--- src/rtl/midi_msg_rx.sv ---
// MIDI serial receiver (8N1) with message assembler for channel, system-common and realtime bytes.
// Define MIDI_RUNNING_STATUS_EN to let data bytes that follow a complete channel message reuse its status.
module midi_msg_rx #(
  parameter int unsigned CLKS_PER_BIT = 3200
) (
  input  logic       clk,
  input  logic       rst,
  input  logic       midi_rx,
  output logic       msg_valid,
  output logic [7:0] status,
  output logic [7:0] data1,
  output logic [7:0] data2,
  output logic [1:0] byte_cnt,
  output logic       rt_valid,
  output logic [7:0] rt_byte,
  output logic       framing_err
);

  localparam int unsigned CNT_W = (CLKS_PER_BIT > 2) ? $clog2(CLKS_PER_BIT) : 1;
  localparam logic [CNT_W-1:0] HALF_CNT = CNT_W'(CLKS_PER_BIT / 2 - 1);
  localparam logic [CNT_W-1:0] FULL_CNT = CNT_W'(CLKS_PER_BIT - 1);

`ifdef MIDI_RUNNING_STATUS_EN
  localparam logic RS_EN = 1'b1;
`else
  localparam logic RS_EN = 1'b0;
`endif

  typedef enum logic [2:0] {
    S_IDLE, S_START, S_DATA, S_STOP, S_WAIT_HIGH
  } state_t;

  state_t           r_state, w_state_nxt;
  logic [1:0]       r_sync;
  logic             w_rx;
  logic [CNT_W-1:0] r_cnt, w_cnt_nxt;
  logic [2:0]       r_bit, w_bit_nxt;
  logic [7:0]       r_shift, w_shift_nxt;
  logic             w_byte_ok;
  logic             w_ferr;

  logic [7:0]       r_act;
  logic [1:0]       r_need;
  logic             r_idx;
  logic [7:0]       r_d1;

  // Data bytes expected after a status byte; 0 means nothing is collected.
  function automatic logic [1:0] f_need(input logic [7:0] b);
    logic [1:0] n;
    n = 2'd0;
    if (b >= 8'h80 && b <= 8'hBF)      n = 2'd2;
    else if (b >= 8'hC0 && b <= 8'hDF) n = 2'd1;
    else if (b >= 8'hE0 && b <= 8'hEF) n = 2'd2;
    else if (b == 8'hF1 || b == 8'hF3) n = 2'd1;
    else if (b == 8'hF2)               n = 2'd2;
    return n;
  endfunction

  assign w_rx = r_sync[1];

  always_ff @(posedge clk or negedge rst) begin
    if (!rst) begin
      r_sync  <= 2'b11;
      r_state <= S_IDLE;
      r_cnt   <= '0;
      r_bit   <= '0;
      r_shift <= '0;
    end else begin
      r_sync  <= {r_sync[0], midi_rx};
      r_state <= w_state_nxt;
      r_cnt   <= w_cnt_nxt;
      r_bit   <= w_bit_nxt;
      r_shift <= w_shift_nxt;
    end
  end

  // Bit-level receive FSM: mid-bit sampling from the start edge.
  always_comb begin
    w_state_nxt = r_state;
    w_cnt_nxt   = r_cnt + CNT_W'(1);
    w_bit_nxt   = r_bit;
    w_shift_nxt = r_shift;
    w_byte_ok   = 1'b0;
    w_ferr      = 1'b0;
    case (r_state)
      S_IDLE: begin
        w_cnt_nxt = '0;
        w_bit_nxt = '0;
        if (!w_rx) w_state_nxt = S_START;
      end
      S_START: begin
        if (r_cnt == HALF_CNT) begin
          w_cnt_nxt   = '0;
          w_state_nxt = w_rx ? S_IDLE : S_DATA;
        end
      end
      S_DATA: begin
        if (r_cnt == FULL_CNT) begin
          w_cnt_nxt   = '0;
          w_shift_nxt = {w_rx, r_shift[7:1]};
          w_bit_nxt   = r_bit + 3'd1;
          if (r_bit == 3'd7) w_state_nxt = S_STOP;
        end
      end
      S_STOP: begin
        if (r_cnt == FULL_CNT) begin
          w_cnt_nxt = '0;
          if (w_rx) begin
            w_byte_ok   = 1'b1;
            w_state_nxt = S_IDLE;
          end else begin
            w_ferr      = 1'b1;
            w_state_nxt = S_WAIT_HIGH;
          end
        end
      end
      S_WAIT_HIGH: begin
        w_cnt_nxt = '0;
        if (w_rx) w_state_nxt = S_IDLE;
      end
      default: w_state_nxt = S_IDLE;
    endcase
  end

  // Message assembler; realtime bytes bypass the in-progress message entirely.
  always_ff @(posedge clk or negedge rst) begin
    if (!rst) begin
      msg_valid   <= 1'b0;
      status      <= '0;
      data1       <= '0;
      data2       <= '0;
      byte_cnt    <= '0;
      rt_valid    <= 1'b0;
      rt_byte     <= '0;
      framing_err <= 1'b0;
      r_act       <= '0;
      r_need      <= '0;
      r_idx       <= 1'b0;
      r_d1        <= '0;
    end else begin
      msg_valid   <= 1'b0;
      rt_valid    <= 1'b0;
      framing_err <= w_ferr;
      if (w_byte_ok) begin
        if (r_shift >= 8'hF8) begin
          rt_valid <= 1'b1;
          rt_byte  <= r_shift;
        end else if (r_shift[7]) begin
          r_act  <= r_shift;
          r_need <= f_need(r_shift);
          r_idx  <= 1'b0;
          if (r_shift == 8'hF6) begin
            msg_valid <= 1'b1;
            status    <= r_shift;
            data1     <= '0;
            data2     <= '0;
            byte_cnt  <= 2'd1;
          end
        end else if (r_need != 2'd0) begin
          if (!r_idx && r_need == 2'd2) begin
            r_d1  <= r_shift;
            r_idx <= 1'b1;
          end else begin
            msg_valid <= 1'b1;
            status    <= r_act;
            data1     <= r_idx ? r_d1 : r_shift;
            data2     <= r_idx ? r_shift : 8'h00;
            byte_cnt  <= r_idx ? 2'd3 : 2'd2;
            r_idx     <= 1'b0;
            if (!(RS_EN && r_act < 8'hF0)) r_need <= 2'd0;
          end
        end
      end
    end
  end

endmodule

--- config.mk ---
export PLATFORM = sky130hd
export DESIGN_NAME = midi_msg_rx
export DESIGN_NICKNAME = d
export VERILOG_FILES = /design/src/rtl/midi_msg_rx.sv
export SDC_FILE = /design/constraint.sdc
export NUM_CORES = 1
export LEC_CHECK = 0
export CAP_MARGIN = 5
export CORE_UTILIZATION = 45
export DETAILED_ROUTE_END_ITERATION = 8
export GPL_TIMING_DRIVEN = 0
export PLACE_DENSITY = 0.66
export SETUP_SLACK_MARGIN = 0.2
export SLEW_MARGIN = 25
export SYNTH_ARGS = -nofsm -noshare
export SYNTH_HDL_FRONTEND = slang
export SYNTH_SLANG_ARGS = --single-unit
--- constraint.sdc ---
create_clock -name clk -period 2.8 [get_ports clk]
set_input_delay 0.56 -clock clk [delete_from_list [all_inputs] [get_ports clk]]
set_output_delay 0.56 -clock clk [all_outputs]
set_load 0.02 [all_outputs]
==> results.md, run 1 <==
* Run status: completed
* Wire length per cell after detailed routing at 15.9 um
* Final slew viol count at 0
* Hold Vio Cnt, Final at 0
* Placeable Area at between 7000 and 8000 um2
* Actual slew at the worst max-slew pin at 0.910 ns
* Mean Syn Cell Area at 12.3 um2
* Final critical delay including setup and external delays at about 2.4 ns
* Slowest cell delay on critical path at 0.53 ns
* Total detailed-routing wirelength at 7010 um
* Dominant register cell in the synthesized netlist: dfrtp_1
* Type of the setup path with the least slack: register to register
* Leakage power total at about 1.9 nW
* Num rows at 31
* Iteration count of the initial detailed-routing pass at 4
* Data required, critical path at slightly above 3 ns
* Top-Level Pins at 40
* Setup skew after layout at ~0.014 ns
* Top library cells by usage in the layout, fill and taps aside: dfrtp_1 (79), clkdlybuf4s50_1 (36), mux2_2 (24)
* Synthesis-to-layout area growth at 20.9%
* Number of warning messages in the yosys log at 0
* Arrival time worst endpoint at 2.68 ns
* Cells along the critical path: ha_1 > clkbuf_1 > and2b_1 > nand4_2 > or4_1 > buf_2 > buf_6 > o22a_1
* RSZ-0062 raised after global routing: no
* Final weighted congestion in routability-driven placement at 0.861
* Sort of element at the end of the critical path: register
* Critical-path top delay cell: or4_1
* Number of buffers and inverters on the critical path at 3
* CTS tree: yes
* Antenna violations before repair at 0
* Number of cells produced by synthesis at 288
* Violation count after the first detailed-route iteration at between 150 and 200
* Worst reg2reg path startpoint: r_cnt[0]
* Remaining antenna violation count at 0
* Count of inserted antenna diode cells at 0
* HP Class: input pin to asynchronous set/reset pin
* Post-layout total power at about 0.0021 W
* Root Buffer: clkbuf_8
* Max VDD drop at 206 uV
* Synthesized flop and latch total at a little over 80
* Post-DP HPWL at 4730 um
* Sequential share of the synthesized area at 0.574
* Count of final setup violators at 0
* Total grt overflow at 0
* Reported max-cap violation count at 0
* Worst-skew pair later-pin latency at about 0.35 ns
* Largest fanout on the critical path at 10
* Number of CTS-inserted buffers at 9
* CTS H-tree lvls at 3
* Average via count per standard cell at 5.61
* Via Count at around 2.5k
* Worst path depth at 8
* Post-synthesis instance area at 3540 um2
* Initial cell density of the core at 0.478
* Horizontal extent of the die at a little over 90 um
* Clock-pin slew on the worst setup and hold paths at around 0.09 ns
* Number of synthesized flops with an enable pin at 0
* Proportion of register bits with asynchronous set or reset after synthesis at 1.00
* Hold_ws at 0.193 ns
* P per Cell Area at roughly 500 nW/um2
* Area of the die at 8220 um2
* Maximum clock frequency at 411 MHz
* DRC Markers at 0
* Layout cell share with drive strength beyond 1 at 0.192
* Share of the clock period used by the worst path after layout at 0.869
* Launching instance or port of the critical path: r_cnt[0]
* Final worst setup slack at 0.367 ns
* Number of distinct library cell variants in the gate-level netlist after synthesis at 51
* # port buffers at 37
* Global-route wire length before repair at 11900 um
* Number of global-route vias before repair at 2441
* Cell family with the largest share of critical-path delay: simple AND/OR/NAND/NOR gates
* Most common library cell in the layout ignoring fill and taps: dfrtp_1
* Final net count at 344
* Total number of clock tree sinks at 81
* GRT Overall Usage at 0.186
* Max-Slew Margin vs Limit at 0.391
* Largest net degree at the start of global routing at 46
* Maximum buffer depth of the clock tree at 2
* Place WS at 0.364 ns
* Vertical die dimension at 90.7 um
* Crit path launch type: register
* Worst r2r path cells at 8
==> area by class of cell <==
type / count / area, um2
Fill cell: 643 / 3130
Sequential cell: 81 / 2030
Multi-Input combinational cell: 185 / 1410
Timing Repair Buffer: 38 / 388
Clock buffer: 12 / 135
Tap cell: 99 / 124
Buffer: 19 / 100
Clock inverter: 4 / 76.3
Inverter: 4 / 15.0
==> cells in the mapped netlist (3+ instances only) <==
| cell | instances | share of area |
|---|---|---|
| dfrtp_1 | 79 | 0.56 |
| mux2_2 | 24 | 0.076 |
| nor2_1 | 21 | 0.022 |
| nand3_1 | 16 | 0.023 |
| o21ai_0 | 9 | 0.013 |
| o22a_1 | 9 | 0.022 |
| o2bb2ai_1 | 9 | 0.022 |
| nand2_1 | 8 | 0.0085 |
| buf_2 | 7 | 0.0099 |
| clkbuf_1 | 7 | 0.0074 |
| mux2i_1 | 7 | 0.020 |
| nand4_1 | 6 | 0.011 |
| o211ai_1 | 6 | 0.013 |
| or2_2 | 6 | 0.011 |
| xor2_1 | 6 | 0.015 |
| a22o_1 | 5 | 0.012 |
| a32o_1 | 5 | 0.014 |
| and3_1 | 4 | 0.0071 |
| nor3_1 | 4 | 0.0057 |
| xnor2_1 | 4 | 0.0099 |
| buf_4 | 3 | 0.0064 |
| ha_1 | 3 | 0.011 |
| inv_1 | 3 | 0.0032 |
==> metrics by stage <==
step                      instance area (um2)  std cells  TNS [ns]   util
final                                    4280        442         0  0.577
after detailed placement                 4060        426         0  0.548
after global routing                     4280        442         0  0.577
after floorplan                          3540        289         0      -
after global placement                   4040        425   -133.68  0.545
after CTS                                4270        442         0  0.577
==> worst paths after layout <==
check | endpoint | slack (ns)
max in group asynchronous | framing_err | 2.01
worst max register to register | status[4] | 0.37
worst min register to register | r_sync[1] | 0.36
min in group clk | r_sync[1] | 0.36
worst min-delay path | data1[5] | 0.19
worst max-delay path | status[4] | 0.37
==> what timing repair did <==
action                     CTS  global route
hold buffers                 0             0
setup buffers                0             0
gates resized for setup      0             1
setup endpoints to repair    0             3
==> flip-flops by register name, summed over array words and instances, names as in the netlist <==
signal	cells
r_cnt	12
r_act	8
r_shift	8
rt_byte	8
status	8
data1	7
data2	7
r_d1	7
r_bit	3
r_state	3
byte_cnt	2
r_need	2
r_sync	2
framing_err	1
msg_valid	1
r_idx	1
rt_valid	1
==> kinds of logic after synthesis <==
logic type	Yosys count	synth area share
compound gates	55	0.127
xor+xnor	10	0.0248
fa+ha+maj	3	0.0106
buf+inv	23	0.0325
flops	81	0.574
mux	31	0.0962
other cells	1	0.00106
simple gates	84	0.135
==> per-layer routing <==
layer	global-route usage	share of wire	up-vias
met4	0.0914	0.020	0
met1	0.261	0.47	1230
li1	-	-	1173
met2	0.275	0.47	63
met5	0	0	-
met3	0.0362	0.042	12
==> power by group <==
| group | switching (W) | leakage, nW | internal, W |
|---|---|---|---|
| registers | 0.00000155 | 1.11 | 0.00117 |
| logic | 0.0000264 | 0.690 | 0.00000755 |
| clock network | 0.000414 | 0.101 | 0.000507 |
Note: power is estimated with default switching activity, not from simulation.
==> run 2, diff against run 1 <==
--- a/config.mk
+++ b/config.mk
@@ -8,7 +8,6 @@
 export CAP_MARGIN = 5
 export CORE_UTILIZATION = 45
 export DETAILED_ROUTE_END_ITERATION = 8
-export GPL_TIMING_DRIVEN = 0
 export PLACE_DENSITY = 0.66
 export SETUP_SLACK_MARGIN = 0.2
 export SLEW_MARGIN = 25
==> run 2 against run 1 <==
  * Design area down 1.9%
  * Non-clock buffer count down 15
  * Setup slack better by 0.028 ns
  * Die area unchanged
  * Sequential cell count unchanged
  * Total power about the same
  * Final cell count down 3.4%
  * Clock power up 0.5%
  * Register-to-register slack better by 0.03 ns
  * Routed wire length down 1.6%
  * Critical path depth down 2
  * Largest cell class unchanged
  * Highest routed layer unchanged
==> results.md, run 2 (synthesis results as in run 1) <==
* Largest fanout on the critical path at 17 (was 10)
* Number of standard cells in the final layout excluding fillers at 427 (was 442)
* CTS H-tree lvls at 3 (unchanged)
* Maximum clock frequency at 416 MHz (was 411 MHz)
* Wire length per cell after detailed routing at 16.2 um (was 15.9 um)
* Final slew viol count at 0 (unchanged)
* Largest net degree at the start of global routing at 82 (was 46)
* Register area at 2030 um2 (unchanged)
* Reg with most FFs: r_cnt (unchanged)
* Setup TNS after final layout at 0 ns (unchanged)
* Initial cell density of the core at 0.478 (unchanged)
* Actual slew at the worst max-slew pin at 0.709 ns (was 0.910 ns)
* Iteration count of the initial detailed-routing pass at 4 (unchanged)
* Data required, critical path at 3.10 ns (was 3.04 ns)
* CTS tree: yes (unchanged)
* Most common library cell in the layout ignoring fill and taps: dfrtp_1 (unchanged)
* Final weighted congestion in routability-driven placement at 0.827 (was 0.861)
* Max VDD drop at 243 uV (was 206 uV)
* Sort of element at the end of the critical path: register (unchanged)
* RSZ-0062 raised after global routing: no (unchanged)
* Total detailed-routing wirelength at 6900 um (was 7010 um)
* DRC Markers at 0 (unchanged)
* Number of setup buffers added after CTS at 0 (unchanged)
* Total grt overflow at 0 (unchanged)
* Number of CTS-inserted buffers at 9 (unchanged)
* Global-route wire length before repair at 11800 um (was 11900 um)
* Total number of clock tree sinks at 81 (unchanged)
* Post-cts gate resize count at 0 (unchanged)
* Setup skew after layout at 0.0114 ns (was 0.0140 ns)
* Worst reg2reg path endpoint: status[5] (was status[4])
* Top library cells by usage in the layout, fill and taps aside: dfrtp_1 (79), clkdlybuf4s50_1 (36), mux2_2 (24) (unchanged)
* Maximum buffer depth of the clock tree at 2 (unchanged)
* Vertical die dimension at 90.7 um (unchanged)
* Run status: completed (unchanged)
* Num rows at 31 (unchanged)
* Layout cell share with drive strength beyond 1 at 0.177 (was 0.192)
* Number of buffers inserted by hold repair at cts at 0 (unchanged)
* Number of global-route vias before repair at 2288 (was 2441)
* Worst r2r path cells at 6 (was 8)
* Average via count per standard cell at 5.63 (was 5.61)
* Leakage power total at 1.85 nW (was 1.90 nW)
* # port buffers at 37 (unchanged)
* Arrival time worst endpoint at 2.71 ns (was 2.68 ns)
* Crit path launch type: register (unchanged)
* Worst reg2reg path startpoint: r_cnt[0] (unchanged)
* Top-Level Pins at 40 (unchanged)
* Violation count after the first detailed-route iteration at 161 (was 175)
* Area of the die at 8220 um2 (unchanged)
* Combined area of the multi-input logic cells at 1400 um2 (was 1410 um2)
* Share of the clock period used by the worst path after layout at 0.859 (was 0.869)
* Horizontal extent of the die at 90.7 um (unchanged)
* Max-Slew Margin vs Limit at 0.528 (was 0.391)
* Number of inserted filler cells in the final layout at 639 (was 643)
* GRT Overall Usage at 0.185 (was 0.186)
* Remaining antenna violation count at 0 (unchanged)
* Count of inserted antenna diode cells at 0 (unchanged)
* Post-DP HPWL at 4540 um (was 4730 um)
* Via Count at 2406 (was 2478)
* Flip-flop count of the largest register, all copies and words added at 12 (unchanged)
* Type of the setup path with the least slack: register to register (unchanged)
* Hold Vio Cnt, Final at 0 (unchanged)
* Final core area utilization at 0.566 (was 0.577)
* P per Cell Area at 507 nW/um2 (was 497 nW/um2)
* Number of placed cells counting well taps at 411 (was 426)
* Synthesis-to-layout area growth at 18.6% (was 20.9%)
* FF-to-FF setup slack at 0.40 ns (was 0.37 ns)
* Root Buffer: clkbuf_8 (unchanged)
* Final critical delay including setup and external delays at 2.40 ns (was 2.43 ns)
* Reported max-cap violation count at 0 (unchanged)
* HP Class: input pin to asynchronous set/reset pin (unchanged)
* Final net count at 329 (was 344)
* Clock-pin slew on the worst setup and hold paths at 0.09 ns (about the same)
* Placeable Area at 7410 um2 (unchanged)
* Antenna violations before repair at 0 (unchanged)
* Count of final setup violators at 0 (unchanged)
* Worst-skew pair later-pin latency at 0.36 ns (was 0.35 ns)
==> run 2: cell type report <==
type                    instances  area share
flip-flops and latches         81       0.484
well taps                      99      0.0295
inverters                       4     0.00358
repair buffers                 42      0.0975
multi-input cells             185       0.333
clock buffers                  10      0.0304
clock inverters                 6      0.0221
==> run 2: layer usage <==
metal | part of all wire | wire length [um] | GRT usage | vias up
li1 | - | - | - | 1128
met3 | 0.035 | 241 | 0.0320 | 15
met2 | 0.43 | 2990 | 0.258 | 51
met4 | 0.027 | 189 | 0.0968 | 0
met1 | 0.50 | 3480 | 0.274 | 1212
met5 | 0 | 0 | 0 | -
==> run 2: through the flow <==
step / worst slack [ns] / hold WS (ns) / instance area (um2) / power [W]
after detailed placement: 0.404 / 0.347 / 3970 / 0.00123
after global routing: 0.222 / 0.299 / 4200 / 0.00221
after CTS: 0.391 / 0.358 / 4190 / 0.00216
final: 0.395 / 0.231 / 4200 / 0.00213
after global placement: 0.509 / 0.346 / 3970 / 0.00123
after floorplan: 0.724 / 0.264 / 3540 / 0.00120
==> run 2: worst max-delay path by stage <==
stage	cells after the start	startpoint	endpoint
6_report	6	r_cnt[0]	status[5]
5_1_grt	6	r_cnt[0]	status[5]
4_1_cts	6	r_cnt[0]	status[5]
3_5_place_dp	6	r_cnt[0]	status[5]
3_3_place_gp	6	r_cnt[0]	status[1]
2_1_floorplan	8	r_cnt[0]	status[4]
==> run 2: critical path, stage by stage, from the launching register on <==
cell and delay, ns:
dfrtp_1 0.41, ha_1 0.35, and2b_1 0.24, and3_1 0.38
nand4_2 0.48, clkinv_1 0.33, o22a_1 0.17
==> run 2: power breakdown <==
part           switching (W)  leakage, nW  total (W)  internal [W]
Combinational      0.0000257        0.641  0.0000290    0.00000332
Sequential        0.00000155         1.11    0.00117       0.00117
Clock               0.000421        0.103   0.000926      0.000505
Total               0.000448         1.85    0.00213       0.00168
